### config.mk
export PLATFORM = sky130hd
export DESIGN_NAME = mem_stage_lsu_flat
export DESIGN_NICKNAME = d
export VERILOG_FILES = /design/src/rtl/mem_stage_lsu_if.sv /design/src/rtl/mem_stage_lsu.sv /design/src/flat_wrapper.sv
export SDC_FILE = /design/constraint.sdc
export NUM_CORES = 1
export LEC_CHECK = 0
export ABC_AREA = 1
export BUFFER_PORTS_ARGS = -buffer_cell sky130_fd_sc_hd__buf_2
export CAP_MARGIN = 10
export CORE_AREA = 4 4 164 166
export CTS_BUF_LIST = sky130_fd_sc_hd__clkbuf_4
export CTS_CLUSTER_DIAMETER = 120
export DETAILED_ROUTE_END_ITERATION = 10
export DIE_AREA = 0 0 168 170
export GPL_ROUTABILITY_DRIVEN = 0
export PLACE_DENSITY_LB_ADDON = 0.1
export SYNTH_ARGS = -nofsm -noshare
export SYNTH_HDL_FRONTEND = slang
export SYNTH_SLANG_ARGS = --single-unit
### constraint.sdc
create_clock -name clk -period 8.84 [get_ports clk]
set_clock_uncertainty 0.15 [all_clocks]
set_input_delay 0.884 -clock clk [delete_from_list [all_inputs] [get_ports clk]]
set_output_delay 0.884 -clock clk [all_outputs]
set_load 0.1 [all_outputs]
### src/rtl/mem_stage_lsu_if.sv
// Data-memory bus between the MEM-stage LSU and the memory.
// The LSU is the master; the memory answers with ack and read data.
interface mem_stage_lsu_if;
    logic        mem_req;
    logic        mem_we;
    logic [31:0] mem_addr;
    logic [31:0] mem_wdata;
    logic [3:0]  mem_be;
    logic        mem_ack;
    logic [31:0] mem_rdata;

    modport master (
        output mem_req, mem_we, mem_addr, mem_wdata, mem_be,
        input  mem_ack, mem_rdata
    );

    modport slave (
        input  mem_req, mem_we, mem_addr, mem_wdata, mem_be,
        output mem_ack, mem_rdata
    );
endinterface

### src/rtl/mem_stage_lsu.sv
// MEM-stage load/store unit: issues one bus access per EX/MEM
// instruction, aligns stores, extends loads, reports errors.
module mem_stage_lsu #(
    parameter int DATAWIDTH = 32,
    parameter int TIMEOUT   = 16
) (
    input  logic                 clk,
    input  logic                 rst,
    input  logic [DATAWIDTH-1:0] addr_in,
    input  logic [DATAWIDTH-1:0] wdata_in,
    input  logic                 MEMRw_in,
    input  logic [1:0]           WBsel_in,
    input  logic [2:0]           Rsel_in,
    input  logic [1:0]           Wsel_in,
    output logic                 stall,
    output logic [DATAWIDTH-1:0] rdata_out,
    output logic                 rdata_valid,
    output logic                 err,
    output logic [1:0]           err_code,
    mem_stage_lsu_if.master      bus
);

    typedef enum logic [1:0] {IDLE, BUSY, DONE} state_t;

    state_t      state_q;
    logic        req_q, we_q, load_q;
    logic [31:0] addr_q, wdata_q;
    logic [3:0]  be_q;
    logic [1:0]  off_q;
    logic [2:0]  rsel_q;
    logic [7:0]  cnt_q;
    logic [31:0] rdata_q;
    logic        rvalid_q, err_q;
    logic [1:0]  code_q;

    logic        is_store, is_load, is_acc;
    logic        illegal, misalign, legal;
    logic [1:0]  size, off;
    logic [3:0]  be_d;
    logic [31:0] wdata_d, shifted, ext_d;

    assign off      = addr_in[1:0];
    assign is_store = MEMRw_in;
    assign is_load  = (WBsel_in == 2'b01) & ~MEMRw_in;
    assign is_acc   = is_store | is_load;
    assign size     = is_store ? Wsel_in : Rsel_in[1:0];
    assign misalign = ((size == 2'b01) & addr_in[0])
                    | ((size == 2'b10) & (|addr_in[1:0]));
    assign legal    = is_acc & ~illegal & ~misalign;

    // Decode illegal size/type codes for the access kind present
    always_comb begin
        illegal = 1'b0;
        if (is_store) begin
            illegal = (Wsel_in == 2'b11);
        end else if (is_load) begin
            illegal = !(Rsel_in inside {3'b000, 3'b001, 3'b010,
                                        3'b100, 3'b101});
        end
    end

    // Replicate store data across lanes and place the byte enables
    always_comb begin
        be_d    = 4'b0000;
        wdata_d = 32'h0;
        unique case (Wsel_in)
            2'b00: begin
                be_d    = 4'b0001 << off;
                wdata_d = {4{wdata_in[7:0]}};
            end
            2'b01: begin
                be_d    = 4'b0011 << off;
                wdata_d = {2{wdata_in[15:0]}};
            end
            2'b10: begin
                be_d    = 4'b1111;
                wdata_d = wdata_in;
            end
            default: begin
                be_d    = 4'b0000;
                wdata_d = 32'h0;
            end
        endcase
    end

    // Pick the addressed lane of the returned word and extend it
    always_comb begin
        shifted = bus.mem_rdata >> {off_q, 3'b000};
        ext_d   = bus.mem_rdata;
        unique case (rsel_q)
            3'b000:  ext_d = {{24{shifted[7]}}, shifted[7:0]};
            3'b100:  ext_d = {24'h0, shifted[7:0]};
            3'b001:  ext_d = {{16{shifted[15]}}, shifted[15:0]};
            3'b101:  ext_d = {16'h0, shifted[15:0]};
            default: ext_d = bus.mem_rdata;
        endcase
    end

    // The pipeline holds while a legal access starts and while the bus is busy
    assign stall = (state_q == BUSY) | ((state_q == IDLE) & legal);

    // Request/response FSM with registered bus and result outputs
    always_ff @(posedge clk or posedge rst) begin
        if (rst) begin
            state_q  <= IDLE;
            req_q    <= 1'b0;
            we_q     <= 1'b0;
            addr_q   <= 32'h0;
            wdata_q  <= 32'h0;
            be_q     <= 4'b0000;
            off_q    <= 2'b00;
            rsel_q   <= 3'b000;
            load_q   <= 1'b0;
            cnt_q    <= 8'h0;
            rdata_q  <= 32'h0;
            rvalid_q <= 1'b0;
            err_q    <= 1'b0;
            code_q   <= 2'b00;
        end else begin
            rvalid_q <= 1'b0;
            err_q    <= 1'b0;
            unique case (state_q)
                IDLE: begin
                    if (legal) begin
                        state_q <= BUSY;
                        req_q   <= 1'b1;
                        we_q    <= is_store;
                        addr_q  <= {addr_in[31:2], 2'b00};
                        wdata_q <= is_store ? wdata_d : 32'h0;
                        be_q    <= is_store ? be_d : 4'b0000;
                        off_q   <= off;
                        rsel_q  <= Rsel_in;
                        load_q  <= ~is_store;
                        cnt_q   <= 8'h0;
                    end else if (is_acc) begin
                        err_q  <= 1'b1;
                        code_q <= illegal ? 2'b10 : 2'b01;
                    end
                end
                BUSY: begin
                    if (bus.mem_ack || cnt_q == 8'(TIMEOUT - 1)) begin
                        state_q  <= DONE;
                        req_q    <= 1'b0;
                        we_q     <= 1'b0;
                        addr_q   <= 32'h0;
                        wdata_q  <= 32'h0;
                        be_q     <= 4'b0000;
                        rvalid_q <= load_q;
                        if (bus.mem_ack) begin
                            if (load_q) rdata_q <= ext_d;
                        end else begin
                            if (load_q) rdata_q <= 32'h0;
                            err_q  <= 1'b1;
                            code_q <= 2'b11;
                        end
                    end else begin
                        cnt_q <= cnt_q + 8'h1;
                    end
                end
                DONE: state_q <= IDLE;
                default: state_q <= IDLE;
            endcase
        end
    end

    assign bus.mem_req   = req_q;
    assign bus.mem_we    = we_q;
    assign bus.mem_addr  = addr_q;
    assign bus.mem_wdata = wdata_q;
    assign bus.mem_be    = be_q;
    assign rdata_out     = rdata_q;
    assign rdata_valid   = rvalid_q;
    assign err           = err_q;
    assign err_code      = code_q;

endmodule

### src/flat_wrapper.sv
// flat-port wrapper written by rule: the top's interface ports become plain ports
module mem_stage_lsu_flat 
#(
    parameter int DATAWIDTH = 32,
    parameter int TIMEOUT   = 16
)
  (clk, rst, addr_in, wdata_in, MEMRw_in, WBsel_in, Rsel_in, Wsel_in, stall, rdata_out, rdata_valid, err, err_code, bus_mem_req, bus_mem_we, bus_mem_addr, bus_mem_wdata, bus_mem_be, bus_mem_ack, bus_mem_rdata);
  mem_stage_lsu_if bus_i ();
  input  logic clk;
  input  logic rst;
  input  logic [DATAWIDTH-1:0] addr_in;
  input  logic [DATAWIDTH-1:0] wdata_in;
  input  logic MEMRw_in;
  input  logic [1:0] WBsel_in;
  input  logic [2:0] Rsel_in;
  input  logic [1:0] Wsel_in;
  output logic stall;
  output logic [DATAWIDTH-1:0] rdata_out;
  output logic rdata_valid;
  output logic err;
  output logic [1:0] err_code;
  output wire logic [$bits(bus_i.mem_req)-1:0] bus_mem_req;
  output wire logic [$bits(bus_i.mem_we)-1:0] bus_mem_we;
  output wire logic [$bits(bus_i.mem_addr)-1:0] bus_mem_addr;
  output wire logic [$bits(bus_i.mem_wdata)-1:0] bus_mem_wdata;
  output wire logic [$bits(bus_i.mem_be)-1:0] bus_mem_be;
  input wire logic [$bits(bus_i.mem_ack)-1:0] bus_mem_ack;
  input wire logic [$bits(bus_i.mem_rdata)-1:0] bus_mem_rdata;
  assign bus_mem_req = bus_i.mem_req;
  assign bus_mem_we = bus_i.mem_we;
  assign bus_mem_addr = bus_i.mem_addr;
  assign bus_mem_wdata = bus_i.mem_wdata;
  assign bus_mem_be = bus_i.mem_be;
  assign bus_i.mem_ack = bus_mem_ack;
  assign bus_i.mem_rdata = bus_mem_rdata;
  mem_stage_lsu #(.DATAWIDTH(DATAWIDTH), .TIMEOUT(TIMEOUT)) u_core (.clk(clk), .rst(rst), .addr_in(addr_in), .wdata_in(wdata_in), .MEMRw_in(MEMRw_in), .WBsel_in(WBsel_in), .Rsel_in(Rsel_in), .Wsel_in(Wsel_in), .stall(stall), .rdata_out(rdata_out), .rdata_valid(rdata_valid), .err(err), .err_code(err_code), .bus(bus_i));
endmodule
==> implementation parameters, run 1 <==
Parameter                              Value

Synth
  Fraction of synthesis flops using an asynchronous set or reset pin ... 100%
  Count of different cell masters after synthesis ... 30
  Count of mapped cells out of synthesis ... 847
  Seq cells post-synth ... 120
  Ys flop type ... sky130_fd_sc_hd__dfrtp_1
  Netlist Area Pre-Place ... 6280 sq um
  Post-Synthesis Mean Instance Area ... 7.42 sq um
  Post-synth EDFFs ... 0
  Seq/Total Area, Yosys ... 47.8%
  Number of warnings issued by yosys ... 0

Timing
  Setup repair after global routing missed its margin ... no
  Final Setup Violations ... 0
  Final Max Tran Viols ... 0
  Aggregate negative setup slack ... 0 ps
  Final worst-path cycle share ... 47.3%
  Final Hold Fails ... 0
  FMAX ... about 240 MHz
  Least-Margin Pin Slew ... 1160 ps
  Relative slew margins ... 22.5%
  Crit path time final ... around 4200 ps

Flow run
  Number of maximum-capacitance constraint violations ... 0

Worst setup path
  Startpoint class of the critical path ... register
  Reg2reg start ... u_core.state_q[0]$_DFFE_PP0P_
  Worst setup slack for register-to-register paths ... 5490 ps
  Crit Reg-Reg Endpoint ... u_core.bus.mem_wdata[26]$_DFFE_PP0P_
  Setup crit end kind ... output pin
  First element of the critical path ... u_core.state_q[0]$_DFFE_PP0P_
  Crit-path max FO ... 46
  Data required, critical path ... 7810 ps
  Classification of the worst setup path ... register to output pin
  Worst R2R Path Depth ... 6
  Critical path destination ... stall
  CP arrival ... 3140 ps

Place
  Number of input and output port buffers inserted ... 211
  Post-placement cell count ... 1348
  Cell area reported after detailed placement ... between 7000 and 8000 sq um
  HPWL after detailed placement ... 15.6 mm

Clocking
  Total of cells resized after clock tree synthesis ... 0
  Level count of the clock H-tree ... 4
  TritonCTS buffer count ... 17
  Worst-Skew Late Latency ... 530 ps
  Hold_buf cts ... 0
  CTS sink cnt ... 120
  CTS tree ... built
  Clock Path Buffers ... 2
  Clock Pin Slew Worst Setup and Hold Paths ... 150 ps
  Number of setup buffers added after CTS ... 0
  Root Driver ... sky130_fd_sc_hd__clkbuf_4

Global route
  Remaining Overflow, GRT ... 0
  Pin count of the biggest net entering global routing ... 70
  Total global-route track usage ... 15.4%
  First-pass GRT wire length ... 35.0 mm
  Number of antenna violations at the first check in global routing ... 5
  Via count of the first global-routing pass ... a little over 6000

Drt
  ANT nets after route ... 0
  Wire length reported by the detailed router ... 22.2 mm
  Total met2 wirelength after detailed routing ... 10.3 mm
  Post-route met1 wirelength ... roughly 10 mm
  Detailed route wirelength on metal3 ... approximately 1.4 mm
  Via-per-instance ratio ... 4.52
  Vias after detailed routing ... 6238
  Top metal layer carrying routed signals ... met5
  Router iterations before antenna repair ... 5
  Drt initial violations ... 329
  DRC ... 0
  Average wire length per cell after detail routing ... ~16 um

Floorplan
  Top Ports ... 214
  DIE HEIGHT ... 170 um
  Floorplan die width ... 168 um
  Starting Density ... around 25%
  Core area ... 25600 sq um
  Die area ... 28600 sq um
  Floorplan row count ... 59

Final layout
  Fin nets ... 1140
  Core occupancy in the finished layout ... 30.7%
  Layout cell share with drive strength beyond 1 ... between 20% and 30%
  Layout Cell Area excl Fill ... 7850 sq um
  Area added between synthesis and finish ... 25.0%
  Non-Filler Instances ... approximately 1400

Status
  Outcome ... finished, final reports clean

Min path
  Worst min-delay path class ... register to register
## worst min-delay path by stage
stage | end | startpoint | slack (ps) | cells after the start
after floorplan | u_core.load_q$_DFFE_PP0P_ | u_core.load_q$_DFFE_PP0P_ | 330 | 2
after global placement | u_core.rdata_out[11]$_DFFE_PP0P_ | u_core.rdata_out[11]$_DFFE_PP0P_ | 310 | 2
after detailed placement | u_core.rdata_out[11]$_DFFE_PP0P_ | u_core.rdata_out[11]$_DFFE_PP0P_ | 310 | 2
after CTS | u_core.bus.mem_addr[30]$_DFFE_PP0P_ | addr_in[30] | 320 | 3
after global routing | u_core.bus.mem_addr[30]$_DFFE_PP0P_ | addr_in[30] | 320 | 3
final | u_core.rdata_out[29]$_DFFE_PP0P_ | u_core.rdata_out[29]$_DFFE_PP0P_ | 340 | 2
## metrics by stage
stage               setup slack, ps  hold WS (ps)
floorplan                      4620           331
global placement               4960           309
detailed placement             4910           312
CTS                            4490           320
global route                   4340           323
finish                         4660           341
## cell type report
type / instances / area (sq um)
clock buffers: 17 / 128
multi-input cells: 616 / 2810
repair buffers: 216 / 1090
diodes: 1 / 2.50
fillers: 2856 / 17800
flip-flops and latches: 120 / 3000
well taps: 335 / 419
clock inverters: 15 / 170
inverters: 61 / 231
## synth_stat cells (2+ instances only)
cell	count	share of area, %
sky130_fd_sc_hd__nand2_1	313	19
sky130_fd_sc_hd__nand3_1	137	11
sky130_fd_sc_hd__dfrtp_1	120	48
sky130_fd_sc_hd__inv_1	56	3.3
sky130_fd_sc_hd__a21oi_1	45	3.6
sky130_fd_sc_hd__o21ai_0	33	2.6
sky130_fd_sc_hd__nor2_1	25	1.5
sky130_fd_sc_hd__clkbuf_1	19	1.1
sky130_fd_sc_hd__buf_2	16	1.3
sky130_fd_sc_hd__nand4_1	16	1.6
sky130_fd_sc_hd__buf_4	12	1.4
sky130_fd_sc_hd__o21ai_1	8	0.64
sky130_fd_sc_hd__nor2_2	7	0.70
sky130_fd_sc_hd__o211ai_1	7	0.84
sky130_fd_sc_hd__inv_2	5	0.30
sky130_fd_sc_hd__buf_1	4	0.24
sky130_fd_sc_hd__nor3_1	4	0.32
sky130_fd_sc_hd__nand2_2	3	0.30
sky130_fd_sc_hd__xor2_1	3	0.42
sky130_fd_sc_hd__nand3_2	2	0.32
sky130_fd_sc_hd__nor2_4	2	0.36
sky130_fd_sc_hd__xnor2_1	2	0.28
## critical path, stage by stage (launching register included)
cell	delay, ps
sky130_fd_sc_hd__dfrtp_1	450
sky130_fd_sc_hd__nor2_4	900
sky130_fd_sc_hd__nand3_4	600
sky130_fd_sc_hd__nand2_1	200
sky130_fd_sc_hd__buf_2	450
## flip-flops by register name, indices dropped and copies added (netlist names), 2 cells and up
register	flops
u_core.bus.mem_wdata	32
u_core.rdata_out	32
u_core.bus.mem_addr	30
u_core.cnt_q	8
u_core.bus.mem_be	4
u_core.rsel_q	3
u_core.err_code	2
u_core.off_q	2
u_core.state_q	2
## cell families after synthesis
kind of cell | Yosys count | share of synthesized area (%)
other | 1 | 0.0597
multiplexers | 1 | 0.159
adder cells (fa/ha/maj) | 1 | 0.199
buffers and inverters | 112 | 7.73
AND/OR/NAND/NOR | 513 | 35.6
flip-flops | 120 | 47.8
AO/OA/AOI/OAI | 94 | 7.79
XOR/XNOR | 5 | 0.697
## routing by layer
layer / global-route usage, % / up-vias
li1: - / 3116
met1: 20.6 / 2909
met2: 24.2 / 177
met3: 4.67 / 28
met4: 4.16 / 8
met5: 0 / -
## placed cells by master, fill, tap and decap left out, drive strengths merged, types with 4 or more instances in the layout
master	synthesis	layout
nand2	317	317
buf	32	216
nand3	140	140
dfrtp	120	120
inv	61	72
a21oi	45	45
o21ai	41	41
nor2	34	34
clkbuf	19	17
nand4	16	16
o211ai	7	7
nor3	4	4
Power of run 1 is not shown: default switching activity piles up to over one toggle a cycle in this logic, so the estimate is an artifact.
==> run 2, diff against run 1 <==
==> constraint.sdc (replaced) <==
create_clock -name clk -period 4.2 [get_ports clk]
set_clock_uncertainty 0.15 [all_clocks]
set_input_delay 0.42 -clock clk [delete_from_list [all_inputs] [get_ports clk]]
set_output_delay 0.42 -clock clk [all_outputs]
set_load 0.1 [all_outputs]
==> run 2 against run 1 <==
Against the previous run:
- non-clock buffer count is 51 higher
- sequential share of layout area shrank 2.4 points
- worst hold slack got worse by 280 ps
- flip-flop and latch count did not move
- first-iteration DRC count up 28%
- die area unchanged
- via count is 2.1% higher
- core utilization rose by 2.0 points
- final cell count increased by 3.8%
- register-to-register slack got worse by 3900 ps
- global-route usage up 0.26 points
- worst setup slack worse by 3800 ps
==> implementation parameters, run 2 (synthesis results as in run 1) <==
Parameter                              Value

Power and ir drop
  Leakage power summed over all cells ... 0.00470 uW
  Combinational cell fraction of total power ... 63.0%
  Design internal power ... 2660 uW
  Peak VDD IR ... slightly above 0.0005 V
  Clk network pwr share ... roughly an eighth
  Sequential fraction of design power ... 25.0%
  Net load switching power ... 4780 uW
  Proportion of total power due to net switching ... 64.2%
  Power per Cell Area ... 889 nW/um^2

Place
  Number of input and output port buffers inserted ... 211 (unchanged)
  Cell area reported after detailed placement ... 7570 sq um (was 7550 sq um)
  HPWL after detailed placement ... 15.6 mm (about the same)

Final layout
  Most common cell after layout, fill and taps aside ... sky130_fd_sc_hd__nand2_1 (unchanged)
  Highest-count cells in the layout ignoring fill and taps ... sky130_fd_sc_hd__nand2_1, sky130_fd_sc_hd__buf_2, sky130_fd_sc_hd__nand3_1 (unchanged)
  Layout cell share with drive strength beyond 1 ... 25.0% (was 26.1%)
  Fin nets ... 1191 (was 1140)
  Layout Cell Area excl Fill ... 8370 sq um (was 7850 sq um)
  Area added between synthesis and finish ... 33.3% (was 25.0%)

Timing
  Final worst-path cycle share ... 80.0%
  FMAX ... 297 MHz
  Aggregate negative setup slack ... 0 ps (unchanged)
  Final Hold Fails ... 0 (unchanged)
  Crit path time final ... about 3400 ps
  Relative slew margins ... 31.7% (was 22.5%)
  Final Max Tran Viols ... 0 (unchanged)
  Setup repair after global routing missed its margin ... no (unchanged)
  Least-Margin Pin Slew ... 1030 ps (was 1160 ps)
  Final Setup Violations ... 0 (unchanged)

Drt
  Average wire length per cell after detail routing ... 15.6 um (was 16.1 um)
  Wire length reported by the detailed router ... 22.4 mm (was 22.2 mm)
  ANT nets after route ... 0 (unchanged)
  Vias after detailed routing ... 6372 (was 6238)
  DRC ... 0 (unchanged)
  Via-per-instance ratio ... 4.45 (was 4.52)
  Drt initial violations ... 422 (was 329)
  Router iterations before antenna repair ... 5 (unchanged)

Floorplan
  Floorplan row count ... 59 (unchanged)
  Starting Density ... 24.5% (unchanged)
  Floorplan die width ... 168 um (unchanged)
  DIE HEIGHT ... 170 um (unchanged)
  Die area ... 28600 sq um (unchanged)
  Core area ... 25600 sq um (unchanged)
  Top Ports ... 214 (unchanged)

Worst setup path
  Classification of the worst setup path ... input port to output pin (was register to output pin)
  Cell type with the highest occurrence count on the critical path ... sky130_fd_sc_hd__nand2_1
  Crit-path max FO ... 45 (was 46)
  Crit-path cells ... dlygate4sd3_1 -> buf_2 -> inv_1 -> nand2_1 -> nand3_2 -> nand2_1 -> nor2_2 -> nand3_4 -> nand2_1 -> buf_2 (was nor2_4 -> nand3_4 -> nand2_1 -> buf_2)
  Data required, critical path ... 3630 ps (was 7810 ps)
  Startpoint class of the critical path ... input port (was register)
  Cell type of the slowest stage on the worst timing path ... sky130_fd_sc_hd__dlygate4sd3_1 (was sky130_fd_sc_hd__nor2_4)
  Setup crit end kind ... output pin (unchanged)
  CP arrival ... 2790 ps (was 3140 ps)
  Critical path buffer and inverter count ... 4 (was 1)
  Crit path max-delay family ... buffers and inverters (was simple AND/OR/NAND/NOR gates)
  Slowest cell delay on critical path ... 560 ps (was 900 ps)

Status
  Outcome ... finished, final reports clean (unchanged)

Clocking
  TritonCTS buffer count ... 17 (unchanged)
  Hold_buf cts ... 50 (was 0)
  Level count of the clock H-tree ... 4 (unchanged)
  CTS tree ... built (unchanged)
  Total of cells resized after clock tree synthesis ... 0 (unchanged)
  Worst-Skew Late Latency ... 520 ps (was 530 ps)
  Root Driver ... sky130_fd_sc_hd__clkbuf_4 (unchanged)
  Clock Path Buffers ... 2 (unchanged)
  Clock Pin Slew Worst Setup and Hold Paths ... 120 ps (was 150 ps)
  CTS sink cnt ... 120 (unchanged)
  Number of setup buffers added after CTS ... 0 (unchanged)

Global route
  Total global-route track usage ... 15.6% (was 15.4%)
  Pin count of the biggest net entering global routing ... 70 (unchanged)
  Remaining Overflow, GRT ... 0 (unchanged)
  Number of antenna violations at the first check in global routing ... 3 (was 5)
  Via count of the first global-routing pass ... 6358 (was 6227)
  First-pass GRT wire length ... 35.6 mm (was 35.0 mm)

Flow run
  Number of maximum-capacitance constraint violations ... 0 (unchanged)

Min path
  Worst min-delay path class ... input port to register (was register to register)
## run 2: final cells by class
class	instances	area, sq um
multi-input combinational	616	2810
tap	335	419
clock inverter	15	166
fill	2817	17200
inverter	61	231
sequential	120	3000
timing repair buffer	267	1610
antenna	2	5.00
clock buffer	17	128
## run 2: metrics by stage
step	hold slack (ps)	power [uW]	worst slack (ps)	std cells	util, %
floorplan	331	5720	444	848	-
global placement	305	6590	1190	1349	29.6
detailed placement	309	6580	1150	1349	29.6
CTS	1.34	7540	833	1431	32.7
global route	12.6	7880	693	1433	32.7
finish	60.9	7440	838	1433	32.7
## run 2: routing by layer
layer	global-route usage, %	up-vias	wire length [um]
li1	-	3218	-
met1	21.6	2956	10400
met2	24.1	172	10300
met3	4.60	22	1390
met4	3.95	4	295
met5	0	-	34
## run 2: worst paths after layout
check                                                     from                          endpoint  slack (ps)  cells after the start
worst max-delay path                                Rsel_in[2]                             stall         840                     10
worst min-delay path                                Rsel_in[0]      u_core.rsel_q[0]$_DFFE_PP0P_          60                      3
worst max register to register     u_core.off_q[0]$_DFFE_PP0P_  u_core.rdata_out[20]$_DFFE_PP0P_        1610                      7
worst min register to register  u_core.bus.mem_req$_DFFE_PP0P_    u_core.bus.mem_req$_DFFE_PP0P_         340                      2
max in group asynchronous                                  rst  u_core.rdata_out[23]$_DFFE_PP0P_        2690                      4
min in group asynchronous                                  rst  u_core.rdata_out[11]$_DFFE_PP0P_         400                      3
## run 2: power by group through the flow
stage,registers (uW),clock network (uW),logic (uW)
final,1860,894,4690
after global routing,1920,988,4970
after CTS,1860,935,4740
after detailed placement,1880,0,4700
after global placement,1890,0,4700
after floorplan,4590,0,1130
## run 2: worst reg2reg max path, cell delays in order (launching register included)
cell,delay (ps)
sky130_fd_sc_hd__dfrtp_1,1030
sky130_fd_sc_hd__inv_2,200
sky130_fd_sc_hd__o21ai_0,230
sky130_fd_sc_hd__nand2_1,110
sky130_fd_sc_hd__nand2_2,200
sky130_fd_sc_hd__nand3_2,330
sky130_fd_sc_hd__nand2_1,180
sky130_fd_sc_hd__nand2_1,60
No activity file was read; power rests on OpenSTA's default activity.
